--- src/rtl/mem_digital_pkg.sv ---
// Shared helpers for the digital delay-line family: tap clamping and fill-counter sizing.
package mem_digital_pkg;

   // Bits needed to count 0..depth inclusive.
   function automatic int unsigned cnt_width(input int unsigned depth);
      return $clog2(depth + 32'd1);
   endfunction

   // Map a raw tap select onto a legal tap: 1..depth passes through,
   // 0 and anything above depth fall back to the deepest tap.
   function automatic int unsigned sel_clamp(input int unsigned sel, input int unsigned depth);
      int unsigned eff;
      if ((sel >= 32'd1) && (sel <= depth)) begin
         eff = sel;
      end else begin
         eff = depth;
      end
      return eff;
   endfunction

endpackage

--- src/rtl/mem_digital_en.sv ---
// One stage of the delay line: a width-bit register with enable and flush.
module mem_digital_en
   import mem_digital_pkg::*;
#(
   parameter int unsigned      width = 1,
   parameter logic [width-1:0] init  = '0
) (
   input  logic             clk,
   input  logic             rst,
   input  logic             cke,
   input  logic             flush,
   input  logic [width-1:0] in,
   output logic [width-1:0] out
);

   logic [width-1:0] data_d;
   logic [width-1:0] data_q;

   // Next stage value: flush wins over enable, otherwise hold.
   always_comb begin
      data_d = data_q;
      if (flush) begin
         data_d = init;
      end else if (cke) begin
         data_d = in;
      end else begin
         data_d = data_q;
      end
   end

   // Stage register with synchronous reset to the init value.
   always_ff @(posedge clk) begin
      if (rst) begin
         data_q <= init;
      end else begin
         data_q <= data_d;
      end
   end

   assign out = data_q;

endmodule

--- src/rtl/mem_digital_delay.sv ---
// Programmable integer-cycle delay line with fill tracking and a selectable tap.
module mem_digital_delay
   import mem_digital_pkg::*;
#(
   parameter int unsigned      width     = 1,
   parameter logic [width-1:0] init      = '0,
   parameter int unsigned      depth     = 4,
   parameter int unsigned      sel_width = $clog2(depth + 1)
) (
   input  logic                 clk,
   input  logic                 rst,
   input  logic                 cke,
   input  logic                 flush,
   input  logic [width-1:0]     in,
   input  logic [sel_width-1:0] sel,
   output logic [width-1:0]     out,
   output logic                 primed
);

   localparam int unsigned      cnt_w   = cnt_width(depth);
   localparam logic [cnt_w-1:0] cnt_max = cnt_w'(depth);
   localparam logic [cnt_w-1:0] cnt_one = cnt_w'(1);

   logic [width-1:0] stage_s [depth];
   logic [cnt_w-1:0] cnt_d;
   logic [cnt_w-1:0] cnt_q;
   int unsigned      eff_s;
   logic [width-1:0] out_s;
   logic             primed_s;

   // Register chain: stage 0 takes the input, each later stage takes its predecessor.
   for (genvar k = 0; k < depth; k++) begin : g_stage
      if (k == 0) begin : g_first
         mem_digital_en #(.width(width), .init(init)) u_stage (
            .clk  (clk),
            .rst  (rst),
            .cke  (cke),
            .flush(flush),
            .in   (in),
            .out  (stage_s[k])
         );
      end else begin : g_rest
         mem_digital_en #(.width(width), .init(init)) u_stage (
            .clk  (clk),
            .rst  (rst),
            .cke  (cke),
            .flush(flush),
            .in   (stage_s[k-1]),
            .out  (stage_s[k])
         );
      end
   end

   // Fill count: cleared by flush, bumped on each accepted sample, saturates at depth.
   always_comb begin
      cnt_d = cnt_q;
      if (flush) begin
         cnt_d = {cnt_w{1'b0}};
      end else if (cke && (cnt_q != cnt_max)) begin
         cnt_d = cnt_q + cnt_one;
      end else begin
         cnt_d = cnt_q;
      end
   end

   // Fill count register with synchronous reset.
   always_ff @(posedge clk) begin
      if (rst) begin
         cnt_q <= {cnt_w{1'b0}};
      end else begin
         cnt_q <= cnt_d;
      end
   end

   // Tap mux and primed flag; combinational so a sel change is seen in the same cycle.
   always_comb begin
      eff_s = sel_clamp(32'(sel), depth);
      out_s = stage_s[depth-1];
      for (int k = 0; k < depth; k++) begin
         out_s = (eff_s == 32'(k + 1)) ? stage_s[k] : out_s;
      end
      primed_s = (32'(cnt_q) >= eff_s);
   end

   assign out    = out_s;
   assign primed = primed_s;

endmodule

--- config.mk ---
export PLATFORM = sky130hd
export DESIGN_NAME = mem_digital_delay
export DESIGN_NICKNAME = d
export VERILOG_FILES = /design/src/rtl/mem_digital_pkg.sv /design/src/rtl/mem_digital_en.sv /design/src/rtl/mem_digital_delay.sv
export SDC_FILE = /design/constraint.sdc
export NUM_CORES = 1
export LEC_CHECK = 0
export BUFFER_PORTS_ARGS = -buffer_cell sky130_fd_sc_hd__buf_2
export CELL_PAD_IN_SITES_DETAIL_PLACEMENT = 2
export CELL_PAD_IN_SITES_GLOBAL_PLACEMENT = 2
export CORE_MARGIN = 5
export CORE_UTILIZATION = 31
export CTS_BUF_LIST = sky130_fd_sc_hd__clkbuf_2 sky130_fd_sc_hd__clkbuf_4 sky130_fd_sc_hd__clkbuf_8
export DETAILED_ROUTE_END_ITERATION = 6
export GPL_ROUTABILITY_DRIVEN = 0
export MAX_ROUTING_LAYER = met4
export PLACE_DENSITY_LB_ADDON = 0.1
export SYNTH_ARGS = -nofsm -noshare
export SYNTH_HDL_FRONTEND = slang
export SYNTH_SLANG_ARGS = --single-unit
export TNS_END_PERCENT = 5
--- constraint.sdc ---
create_clock -name clk -period 1.5 [get_ports clk]
set_input_delay 0.3 -clock clk [delete_from_list [all_inputs] [get_ports clk]]
set_output_delay 0.3 -clock clk [all_outputs]
set_load 0.005 [all_outputs]
Yosys cells after proc, flatten, opt, wreduce, memory -nomap -nowiden --
Index checks and enable logic that the tools add are counted.
Word-level totals: logic and storage cells 22, bits in registers 7, output and inout port bits 2, input port bits 8
Operators by class: mux-type cells 5, reductions and logical operators 3, order comparisons 3, equality and inequality tests 5, add/sub/neg operators 1
Operator list (count):
- $eq 32x2->1 const B | 2
- $eq 32x1->1 const B | 1
- $eq 32x3->1 const B | 1
- $ge 3x32->1 | 1
- $mux 1 | 4
- $add 3x1->3 const B | 1
- $ge 3x1->1 const B | 1
- $le 3x3->1 const B | 1
- $mux 3 | 1
- $ne 3x3->1 const B | 1
- $logic_and 1x1->1 | 2
- $reduce_or 2->1 | 1

Depth between registers and ports, before layout --
Gate-level depths: netlist of run 1.
word-level depth 8, mapped depth 5, mapped depth without buffers 5

Hierarchy --
Synthesis of run 1 repeated with hierarchy kept, for this count alone.
Second synthesis, totals: cells, all modules 40, area total of the unflattened synthesis 417.9 um^2
Modules (own cells, without submodules):
- mem_digital_delay | instances 1, seq. area each 60.1 um^2, area an instance 257.7 um^2, cells an instance 28
- mem_digital_en | instances 4, seq. area each 20.0 um^2, area an instance 40.0 um^2, cells an instance 3

Least setup slack after synthesis of run 1 --
Ideal clock, no wire load.
path type input -> output, from in sel[2], to out primed, buffers on the path 0, data required time 1200 ps, stages 5, setup slack 242 ps, arrival 958 ps, cell sequence nand2b_1 nand2_1 ha_1 o21ai_0 o21bai_1
On the way: word-level cells in the longest chain between the ends 4, elaborated cells on any way between the ends 5, classes of those cells order compare (3); mux (1); reduce/logical (1)
Ends and longest elaborated chain:
- start, declared | line mem_digital_delay.sv:15 | input logic [sel_width-1:0] sel,
- $ge 3x1->1 or $le 3x3->1 (tied branches) | line mem_digital_pkg.sv:13 | if ((sel >= 32'd1) && (sel <= depth)) begin
- $logic_and 1x1->1 | line mem_digital_pkg.sv:13
- $mux 3 * | line mem_digital_pkg.sv:13
- $ge 3x32->1 * | line mem_digital_delay.sv:82 | primed_s = (32'(cnt_q) >= eff_s);
- end, declared | line mem_digital_delay.sv:17 | output logic primed
Mark *: on every way between the ends. The rest lies on a longest branch, timed or not.

Final worst setup path of run 1 --
from reg cnt_q[1], to out primed
On the way: word-level cells in the longest chain between the ends 1
Ends and longest elaborated chain:
- start, declared | line mem_digital_delay.sv:26 | logic [cnt_w-1:0] cnt_q;
- start signal, assigned | line mem_digital_delay.sv:69 | cnt_q <= {cnt_w{1'b0}};
- start signal, assigned | line mem_digital_delay.sv:71 | cnt_q <= cnt_d;
- $ge 3x32->1 | line mem_digital_delay.sv:82
No other way between the ends.

==> flow_results.org, run 1 <==
** GRT
- The total overflow left after global routing is 0.
- Wire length of the first global-routing pass :: 1520 µm
- Pin count of the biggest net entering global routing :: 8
- For this run, the total global-route usage over all layers was measured as 0.102.
- The via count of the first global-routing pass came to 392.
- Initial antenna violation count :: 0

** Clocking
- Counting every sink on the clock net gives 7.
- Clk slew on worst S/H paths :: 50 ps
- Number of H-tree levels :: 1
- Buffers inserted during clock tree synthesis total 3.
- Root Buffer :: clkbuf_4
- At the later pin of the worst-skew pair, clock insertion delay measures 240 ps.
- Clock tree from TritonCTS :: done
- Hold repair after CTS inserted 0 buffers.
- No sink is reached through more buffers than the 2 on the longest clock path.

** Placement
- Setup Slack @ Placement :: -12.1 ps
- The HPWL after detailed placement is 752 µm.
- Input and output buffers added on the ports amount to 9.
- The number of placed instances, taps included, is 66.

** Floorplanning
- Row Count :: 13
- The die covers 2120 µm².
- 10 I/O pins were placed.
- Die Y :: 46.1 µm
- Overall die width :: 46.1 µm
- Standard cell core area :: 1270 µm²
- The initial utilization of the core area, before any placement, comes to 0.318.

** Power
- Across the VDD grid, the largest voltage drop is 442 µV.
- Leakage power summed over all cells :: 0.000267 µW
- Dividing total power by cell area gives a power density of 771 nW/µm².

** Cells and area
- In the final layout, the share of cells above drive strength 1 is 0.483.
- Leaving out fill and tap cells, the most frequent cell in the layout is buf_2.
- Utilization of the core after routing :: 0.452
- Number of antenna repair diodes :: 0
- Final cell count without fillers :: 73
- Area Growth Syn to Fin :: 42.2%
- The final layout contains 71 nets.
- Leading cell types in the layout, fill and taps excluded :: 9 x buf_2, 6 x mux2i_1, 6 x nor2_1
- Fillers :: 149

** Setup path
- Startpoint class of the critical path :: flop
- The signal on the critical path passes through ha_4 -> o21ai_2 -> o21bai_1 -> buf_2.
- The critical path in this run is classified as flop to primary output.
- Critical Path AT :: 1140 ps
- CP Max Fanout :: 2
- STA classifies the critical path endpoint as a primary output.
- Longest individual stage delay on the worst path :: 350 ps
- On the critical path, the stage with the largest delay is an instance of dfxtp_4.
- Data on the critical path is required at its endpoint by 1200 ps.
- Cell family contributing the most delay on the critical path :: flip-flops
- Together, buffers and inverters on the worst path number 1.

** Synthesis
- Main combinational cell family by area after synthesis :: simple AND/OR/NAND/NOR gates
- Of the total synthesized cell area, the portion taken by AND, OR, NAND and NOR gates is 0.180.
- In this run the mean area of a mapped cell was 9.59 µm².
- Of the synthesized area, sequential elements account for 0.348.
- The synthesized netlist occupies a cell area of 403 µm².
- Compound-cell area share of the yosys netlist :: 0.121
- Most frequently used flop master after synthesis :: dfxtp_1
- Synthesis inferred 7 register bits.
- In this run, synthesis inferred 0 flip-flops with an integrated enable.
- Synthesis warning total :: 0
- Of the total synthesized cell area, the portion taken by full adders, half adders and majority gates is 0.124.
- Fraction of synthesized area in multiplexers :: 0.149
- Counting every net in the synthesized netlist gives 54.
- Of all flip-flops after synthesis, the portion carrying an async set or reset was 0.
- Counting every instance in the synthesized netlist gives 42.
- Share of the synthesized netlist area taken by xor and xnor gates :: 0.0217
- Library cells used by synthesis :: 19

** Timing
- Unrepaired setup endpoints after global routing :: true
- F_max :: 0.693 GHz
- Slew at the pin closest to its max-slew limit :: 414 ps
- After routing, the total negative slack on setup checks comes to 0 ps.
- Final setup skew :: 0.188 ps
- Relative max-transition margin :: 0.724
- The max-slew violation total from the final report was 0.
- Setup violations remaining at the end of the flow were counted as 0.
- The final hold violation count was 0.
- After layout, the minimum clock period comes to 1440 ps.
- After layout, the worst setup slack is 57.5 ps.
- In the finished design, the share of the clock period the worst path needs comes to 0.962.

** Routing
- Dividing the detail-routed via count by the number of cells gives 4.79.
- For this run, the detailed router's first-pass iteration total came to 2.
- Routed wire length per instance :: 14.4 µm
- WL met3 :: 40 µm
- The routed design has 1050 µm of wire.
- After detailed routing, the number of remaining DRC violations is 0.
- For this block, wires on met1 add up to 409 µm.
- The final route contains 350 vias.
- Met2 Routed Length :: 599 µm
- Top Layer Used :: met3
- Once detail routing completed, the nets flagged for antenna violations numbered 0.
- In this run, the number of DRC markers left after iteration 0 of detailed routing was 1.

** Run status
- Status :: complete, no violations

** Run
- Max-cap violations in this run came to 0.

** Worst hold path
- The tightest min-delay check is of the input port to flop type.
final cells by class:
cell class / instances / area (µm²) / area share
clock buffers: 4 / 30.0 / 0.0524
inverters: 2 / 7.51 / 0.0131
flip-flops and latches: 7 / 148 / 0.258
multi-input cells: 31 / 287 / 0.500
well taps: 15 / 18.8 / 0.0328
repair buffers: 14 / 82.6 / 0.144
repair_timing:
item,in CTS,in global routing
cloned,0,0
endpoints found under the setup margin,1,2
pin swaps,0,3
gates resized for setup,2,10
setup buffers,0,3
sequential cells by signal, indices dropped and copies added, names as in the netlist:
name	count
g_stage.g_rest.u_stage.out	3
cnt_q	3
g_stage.g_first.u_stage.out	1
path summary, 6_finish.rpt:
path / from / endpoint / slack (ps) / cells after the start
worst max-delay path: cnt_q[1] / primed / 60 / 4
worst max register to register: cnt_q[0] / cnt_q[1] / 180 / 5
worst min-delay path: in / g_stage[0].g_first.u_stage.out / 330 / 3
worst min register to register: g_stage[3].g_rest.u_stage.out / g_stage[3].g_rest.u_stage.out / 510 / 2
kinds of logic (layout without fill, tap and decap cells):
group | Yosys count | in the layout
xor+xnor | 1 | 1
mux | 6 | 6
compound gates | 6 | 6
flops | 7 | 7
fa+ha+maj | 4 | 4
buf+inv | 4 | 20
simple gates | 14 | 14
worst register-to-register path: cells and delay by family (launching register included):
kind,cells,cell delay (ps)
mux,1,200
fa+ha+maj,1,250
buf+inv,1,90
simple gates,1,60
flops,1,410
compound gates,1,190
metrics by stage:
| step | power, µW | instance area (µm²) | hold slack (ps) |
|---|---|---|---|
| floorplan | 232 | 403 | 447 |
| global placement | 249 | 467 | 478 |
| detailed placement | 254 | 467 | 500 |
| CTS | 440 | 498 | 327 |
| global route | 475 | 573 | 324 |
| finish | 442 | 573 | 327 |
synthesized netlist by cell type, types with 2 or more instances:
library cell / count / area (µm²)
nor2_1: 6 / 22.5
dfxtp_1: 7 / 140
inv_1: 2 / 7.51
ha_1: 4 / 50.1
nand2b_1: 2 / 12.5
nor3_1: 2 / 10.0
a21oi_1: 2 / 10.0
mux2i_1: 6 / 60.1
where the power goes:
group          internal, µW  switching (µW)
Clock                   119            61.5
Sequential              186            3.68
Combinational          38.5            33.2
layer usage:
metal  GRT usage  up-vias
li1            -      176
met1       0.115      166
met2       0.176        8
met3      0.0117        0
met4      0.0511        0
met5           -        -
No activity file was read; power rests on OpenSTA's default activity.
==> inputs of run 2 (changes only) <==
--- a/config.mk
+++ b/config.mk
@@ -6,7 +6,7 @@
 export NUM_CORES = 1
 export LEC_CHECK = 0
 export BUFFER_PORTS_ARGS = -buffer_cell sky130_fd_sc_hd__buf_2
-export CELL_PAD_IN_SITES_DETAIL_PLACEMENT = 2
+export CELL_PAD_IN_SITES_DETAIL_PLACEMENT = 1
 export CELL_PAD_IN_SITES_GLOBAL_PLACEMENT = 2
 export CORE_MARGIN = 5
 export CORE_UTILIZATION = 31
@@ -15,6 +15,7 @@
 export GPL_ROUTABILITY_DRIVEN = 0
 export MAX_ROUTING_LAYER = met4
 export PLACE_DENSITY_LB_ADDON = 0.1
+export REMOVE_ABC_BUFFERS = 1
 export SYNTH_ARGS = -nofsm -noshare
 export SYNTH_HDL_FRONTEND = slang
 export SYNTH_SLANG_ARGS = --single-unit
==> flow_results.org, run 2 (synthesis results as in run 1) <==
** Run status
- The flow ran to the end, and the final reports show no timing, DRC or antenna violations.

** Floorplanning
- Measured along the y axis, the die boundary spans 46.1 µm.
- The initial utilization of the core area, before any placement, comes to 0.318.
- Area of the die :: 2120 µm²
- The die is 46.1 µm wide.
- Row Count :: 13
- Standard cell core area :: 1270 µm²
- Ports placed on the boundary :: 10

** Routing
- Summing over every cut layer, the via total after detailed routing is 346.
- Detailed Route WL :: 836 µm
- Antenna-violating nets left :: 0
- After detailed routing, the number of remaining DRC violations is 0.
- Vias per Instance :: 4.81
- Routed wire length per instance :: 11.6 µm
- Detailed-router iteration count before antenna repair :: 1
- DR iter-0 viols :: 0

** Power
- In this run the static leakage power is 0.000255 µW.
- Overall power consumption after layout is estimated at 449 µW.
- For this design the ratio of total power to cell area is 800 nW/µm².
- The worst-case IR drop observed on VDD is 380 µV.

** Placement
- In this run the tool buffered the top-level ports with 9 buffer cells.
- Setup Slack @ Placement :: -19.1 ps
- Dpl cells :: 66
- Once detailed placement completed, the half-perimeter wirelength came to 647 µm.

** Clocking
- Clk slew on worst S/H paths :: 50 ps
- Number of H-tree levels :: 1
- The clock passes through at most 2 buffers.
- In this run, CTS created clock tree buffers numbering 3.
- Clock network latency to the later pin of the worst-skew pair :: 250 ps
- Number of clock sinks :: 7
- Root Buffer :: clkbuf_4
- TritonCTS built the clock tree.

** Timing
- For the pin with the worst max-slew slack, the measured transition is 391 ps.
- In the post-route analysis, the smallest setup slack over all paths is 78.6 ps.
- Setup repair after global routing left no endpoint under its margin.
- In the finished design, the share of the clock period the worst path needs comes to 0.948.
- Setup violation total in the final timing report :: 0
- Hold is met by 280 ps.
- Final Hold Viols :: 0
- Pins over their slew limit :: 0
- For the final database, setup skew stands at 0.129 ps.
- Static timing analysis puts the maximum clock frequency at 0.704 GHz.
- The worst pin sits at a relative slew slack of 0.739.
- For the finished layout, the period the worst path requires is 1420 ps.

** Setup path
- In this run the critical register-to-register path is launched from cnt_q[1].
- Critical Path AT :: 1120 ps
- For this run, the slowest stage of the critical path takes 350 ps.
- In this run the worst path has a maximum fanout of 3.
- STA classifies the critical path startpoint as a flop.
- The setup check on the worst reg-to-reg path leaves a slack of 210 ps.
- Kind of end point of the critical path :: primary output
- Critical path's slowest cell :: dfxtp_4
- For the worst flop-to-flop path, the logic depth is 6.
- The critical path crosses 4 cells after its start point.
- Walking the worst path, the cells encountered are ha_4 -> o21ai_2 -> o21bai_1 -> buf_2.
- Crit path buf inv count :: 1
- Critical path origin :: cnt_q[2]
- Worst setup path class :: flop to primary output
- In this design, the largest share of critical-path delay is due to flip-flops.
- Critical Path RT :: 1200 ps

** Cells and area
- Total number of nets in the final design :: 70
- From synthesis to final layout, the design area changed by 39.1%.
- In the final layout, the share of cells above drive strength 1 is 0.474.
- Leading cell type in the layout, fill and taps excluded :: buf_2
- Number of antenna repair diodes :: 0
- Final cell count without fillers :: 72
- Leaving out fill and tap cells, the most frequent cells in the layout are 9 x buf_2, 6 x mux2i_1, 6 x nor2_1.

** GRT
- Wire length of the first global-routing pass :: 1380 µm
- Residual overflow from global routing :: 0
- Total routing resource utilization after global routing :: 0.102
- The via count of the first global-routing pass is 340.
- Pin count of the biggest net entering global routing :: 8
- Initial antenna violation count :: 0

** Worst hold path
- Counting instances, the worst hold path has a depth of 3.
- The worst hold path belongs to the class input port to flop.
- The startpoint identified for the worst hold timing path is in.

** Run
- Number of max-cap violations :: 0
-- run 2: tightest hold or removal path, delay by kind of cell --
kind                   cells  cell delay, ps
muxes                      1              50
buffers and inverters      1              70
and+or+nand+nor            1              70
-- run 2: per-layer routing --
metal / track usage / part of all wire / up-vias
li1: - / - / 176
met1: 0.100 / 0.44 / 155
met2: 0.151 / 0.44 / 12
met3: 0.0352 / 0.079 / 3
met4: 0.102 / 0.038 / 0
met5: - / 0 / -
-- run 2: repair_timing --
action | in CTS | in global routing
endpoints found under the setup margin | 1 | 1
gates cloned | 0 | 0
hold buffers | 0 | 0
pin swaps | 3 | 3
setup buffers | 1 | 1
gates resized for setup | 5 | 5
hold endpoints to repair | 0 | 0
-- run 2: cell type report --
class / instances / area, µm²
Clock buffer: 4 / 30.0
Fill cell: 153 / 708
Inverter: 2 / 7.51
Multi-Input combinational cell: 31 / 284
Sequential cell: 7 / 145
Tap cell: 15 / 18.8
Timing Repair Buffer: 13 / 75.1
-- run 2: through the flow --
stage | setup TNS, ps | cell area (µm²) | util
2_1_floorplan | 0 | 388 | -
3_3_place_gp | 0 | 467 | 0.368
3_5_place_dp | -19.1 | 467 | 0.368
4_1_cts | 0 | 519 | 0.409
5_1_grt | 0 | 561 | 0.442
6_report | 0 | 561 | 0.442
-- run 2: worst paths after layout --
check / endpoint
max: primed
min: g_stage[0].g_first.u_stage.out
max reg2reg: cnt_q[1]
min reg2reg: g_stage[3].g_rest.u_stage.out
-- run 2: power breakdown --
part           switching [µW]  total (µW)  internal, µW
Combinational            29.2        65.0          35.8
Sequential               3.49         191           188
Clock                    72.9         193           120
==> inputs of run 3 (changes only) <==
--- a/config.mk
+++ b/config.mk
@@ -15,6 +15,7 @@
 export GPL_ROUTABILITY_DRIVEN = 0
 export MAX_ROUTING_LAYER = met4
 export PLACE_DENSITY_LB_ADDON = 0.1
+export RECOVER_POWER = 100
 export REMOVE_ABC_BUFFERS = 1
 export SYNTH_ARGS = -nofsm -noshare
 export SYNTH_HDL_FRONTEND = slang
==> flow_results.org, run 3 (synthesis results as in run 1) <==
** Run status
- Status :: complete, no violations

** Placement
- During placement, the flow inserted port buffers numbering 9.
- Dpl cells :: 66
- HPWL reported at the end of detailed placement :: 647 µm

** Setup path
- The endpoint identified for the worst register-to-register timing path is cnt_q[1].
- Critical Path AT :: 1120 ps
- For the worst setup path, the data required time is 1200 ps.
- Worst setup path class :: flop to primary output
- Worst Reg-to-Reg Cells :: 6
- Across all register-to-register paths, the minimum setup slack is 150 ps.
- Kind of end point of the critical path :: primary output
- In this run the worst setup path begins at cnt_q[2].
- Startpoint of the most critical register-to-register path :: cnt_q[1]
- In this run the worst path has a maximum fanout of 3.
- The worst setup path is launched from a flop.
- The critical path ends at primed.

** Timing
- Timing would allow up to 0.704 GHz.
- Relative max-transition margin :: 0.739
- On the final layout, the worst clock skew is 0.129 ps.
- Worst Hold Margin :: 280 ps
- Counting I/O delays and the setup requirement, the final critical path takes 1420 ps.
- Final Hold Viols :: 0
- Setup violations remaining at the end of the flow were counted as 0.
- Share of the cycle needed by the critical path after routing :: 0.948
- Unrepaired setup endpoints after global routing :: false
- The max-slew violation total from the final report was 0.
- At the pin with the least slew margin, the transition time is 391 ps.

** Routing
- DR iter-0 viols :: 0
- After detailed routing, the average wire length per cell comes to 11.6 µm.
- For this block, the via count after detailed routing is 345.
- DRC errors left :: 0
- The final layout contains routed wiring with a total length of 836 µm.
- After detailed routing, the number of vias per cell comes to 4.79.
- Detailed-router iteration count before antenna repair :: 1
- Antenna-violating nets left :: 0

** Cells and area
- Total number of nets in the final design :: 70
- Number of antenna repair diodes :: 0
- The library cell used most frequently in the layout, excluding fill and tap cells, is buf_2.
- After filler insertion, the fill cell instance count of the layout stands at 153.
- Leaving out fill and tap cells, the most frequent cells in the layout are 9 x buf_2, 6 x mux2i_1, 6 x nor2_1.
- Leaving out filler cells and counting taps, the final layout contains 72.
- The area growth from synthesis to layout is 38.2%.
- In the final layout, the share of cells above drive strength 1 is 0.456.

** GRT
- For this run, the total global-route usage over all layers was measured as 0.102.
- Wire length of the first global-routing pass :: 1380 µm
- Initial antenna violation count :: 0
- The via count of the first global-routing pass was 340.
- GR met3 Demand/Resource :: 0.0352
- Routing layer with the top usage in global route :: met2
- For this run, global-route usage on met1 was measured as 0.100.
- Entering global routing, the biggest net connects 8 pins.
- In the global route stage, met2 resource usage came out at 0.151.
- Residual overflow from global routing :: 0

** Clocking
- Clk slew on worst S/H paths :: 50 ps
- For the worst-skew pair, the clock arrives at the later sink with an insertion delay of 250 ps.
- Buffers inserted to repair hold after CTS numbered 0.
- The tree is rooted in a clkbuf_4.
- Clock buffers created by TritonCTS :: 3
- Clock tree from TritonCTS :: done
- CTS built an H-tree with a depth of 1.
- The longest clock path from root to sink contains 2 buffers.
- Number of clock sinks :: 7

** Power
- Sum of internal, switching and leakage power :: 448 µW
- Leakage power summed over all cells :: 0.000251 µW
- Power density normalized to cell area :: 805 nW/µm²
- Across the VDD grid, the largest voltage drop is 380 µV.

** Floorplanning
- Row Count :: 13
- For this configuration, the core starts out at a cell density of 0.318.
- From left edge to right edge, the die measures 46.1 µm.
- From bottom edge to top edge, the die measures 46.1 µm.
- The core region is 1270 µm².
- In this run the count of I/O pins placed on the die edge is 10.
- Area of the die :: 2120 µm²

** Worst hold path
- The path class of the tightest hold or removal check is input port to flop.
- Hold Startpoint :: in

** Run
- The tool flagged a number of max-cap violations equal to 0.
==> run 3: cell types whose count changed in the layout (fill, tap and decap cells not counted), sizes merged <==
cell,change
buf,-1
clkbuf,+1
==> run 3: area by class of cell <==
| class | instances | area (µm²) | share of cell area |
|---|---|---|---|
| flip-flops and latches | 7 | 145 | 0.261 |
| clock buffers | 4 | 30.0 | 0.0539 |
| repair buffers | 13 | 71.3 | 0.128 |
| well taps | 15 | 18.8 | 0.0337 |
| inverters | 2 | 7.51 | 0.0135 |
| multi-input cells | 31 | 284 | 0.510 |
==> run 3: metrics by stage <==
step	utilization	setup WS, ps	setup TNS [ps]	cell area, µm²
floorplan	-	242	0	388
global placement	0.368	21.6	0	467
detailed placement	0.368	-19.1	-19.1	467
CTS	0.409	1.44	0	519
global route	0.439	4.31	0	557
finish	0.439	78.6	0	557
==> run 3: critical path: stages, from the launching register on <==
cell	delay, ps
dfxtp_4	350
ha_4	250
o21ai_2	40
o21bai_1	100
buf_2	120
==> run 3: worst min-delay path by stage <==
stage                                endpoint  depth (start not counted)
6_report       g_stage[0].g_first.u_stage.out                          3
4_1_cts        g_stage[0].g_first.u_stage.out                          3
5_1_grt        g_stage[0].g_first.u_stage.out                          3
3_3_place_gp    g_stage[3].g_rest.u_stage.out                          2
2_1_floorplan  g_stage[0].g_first.u_stage.out                          2
3_5_place_dp    g_stage[3].g_rest.u_stage.out                          2
==> run 3: per-layer routing <==
metal  share of wire  vias to the layer above
met1            0.44                      155
met3           0.079                        3
met2            0.44                       12
li1                -                      175
met5               0                        -
met4           0.038                        0
==> run 3: repair_timing <==
item                       4_1_cts  5_1_grt
pin swaps                        3        3
setup endpoints to repair        1        1
buffers inserted                 1        1
resized for setup                5        5
==> run 3: power breakdown <==
group | total, µW | internal [µW] | switching (µW)
combinational | 64.6 | 35.5 | 29.2
sequential | 191 | 188 | 3.49
clock | 193 | 120 | 72.8
total | 448 | 343 | 106
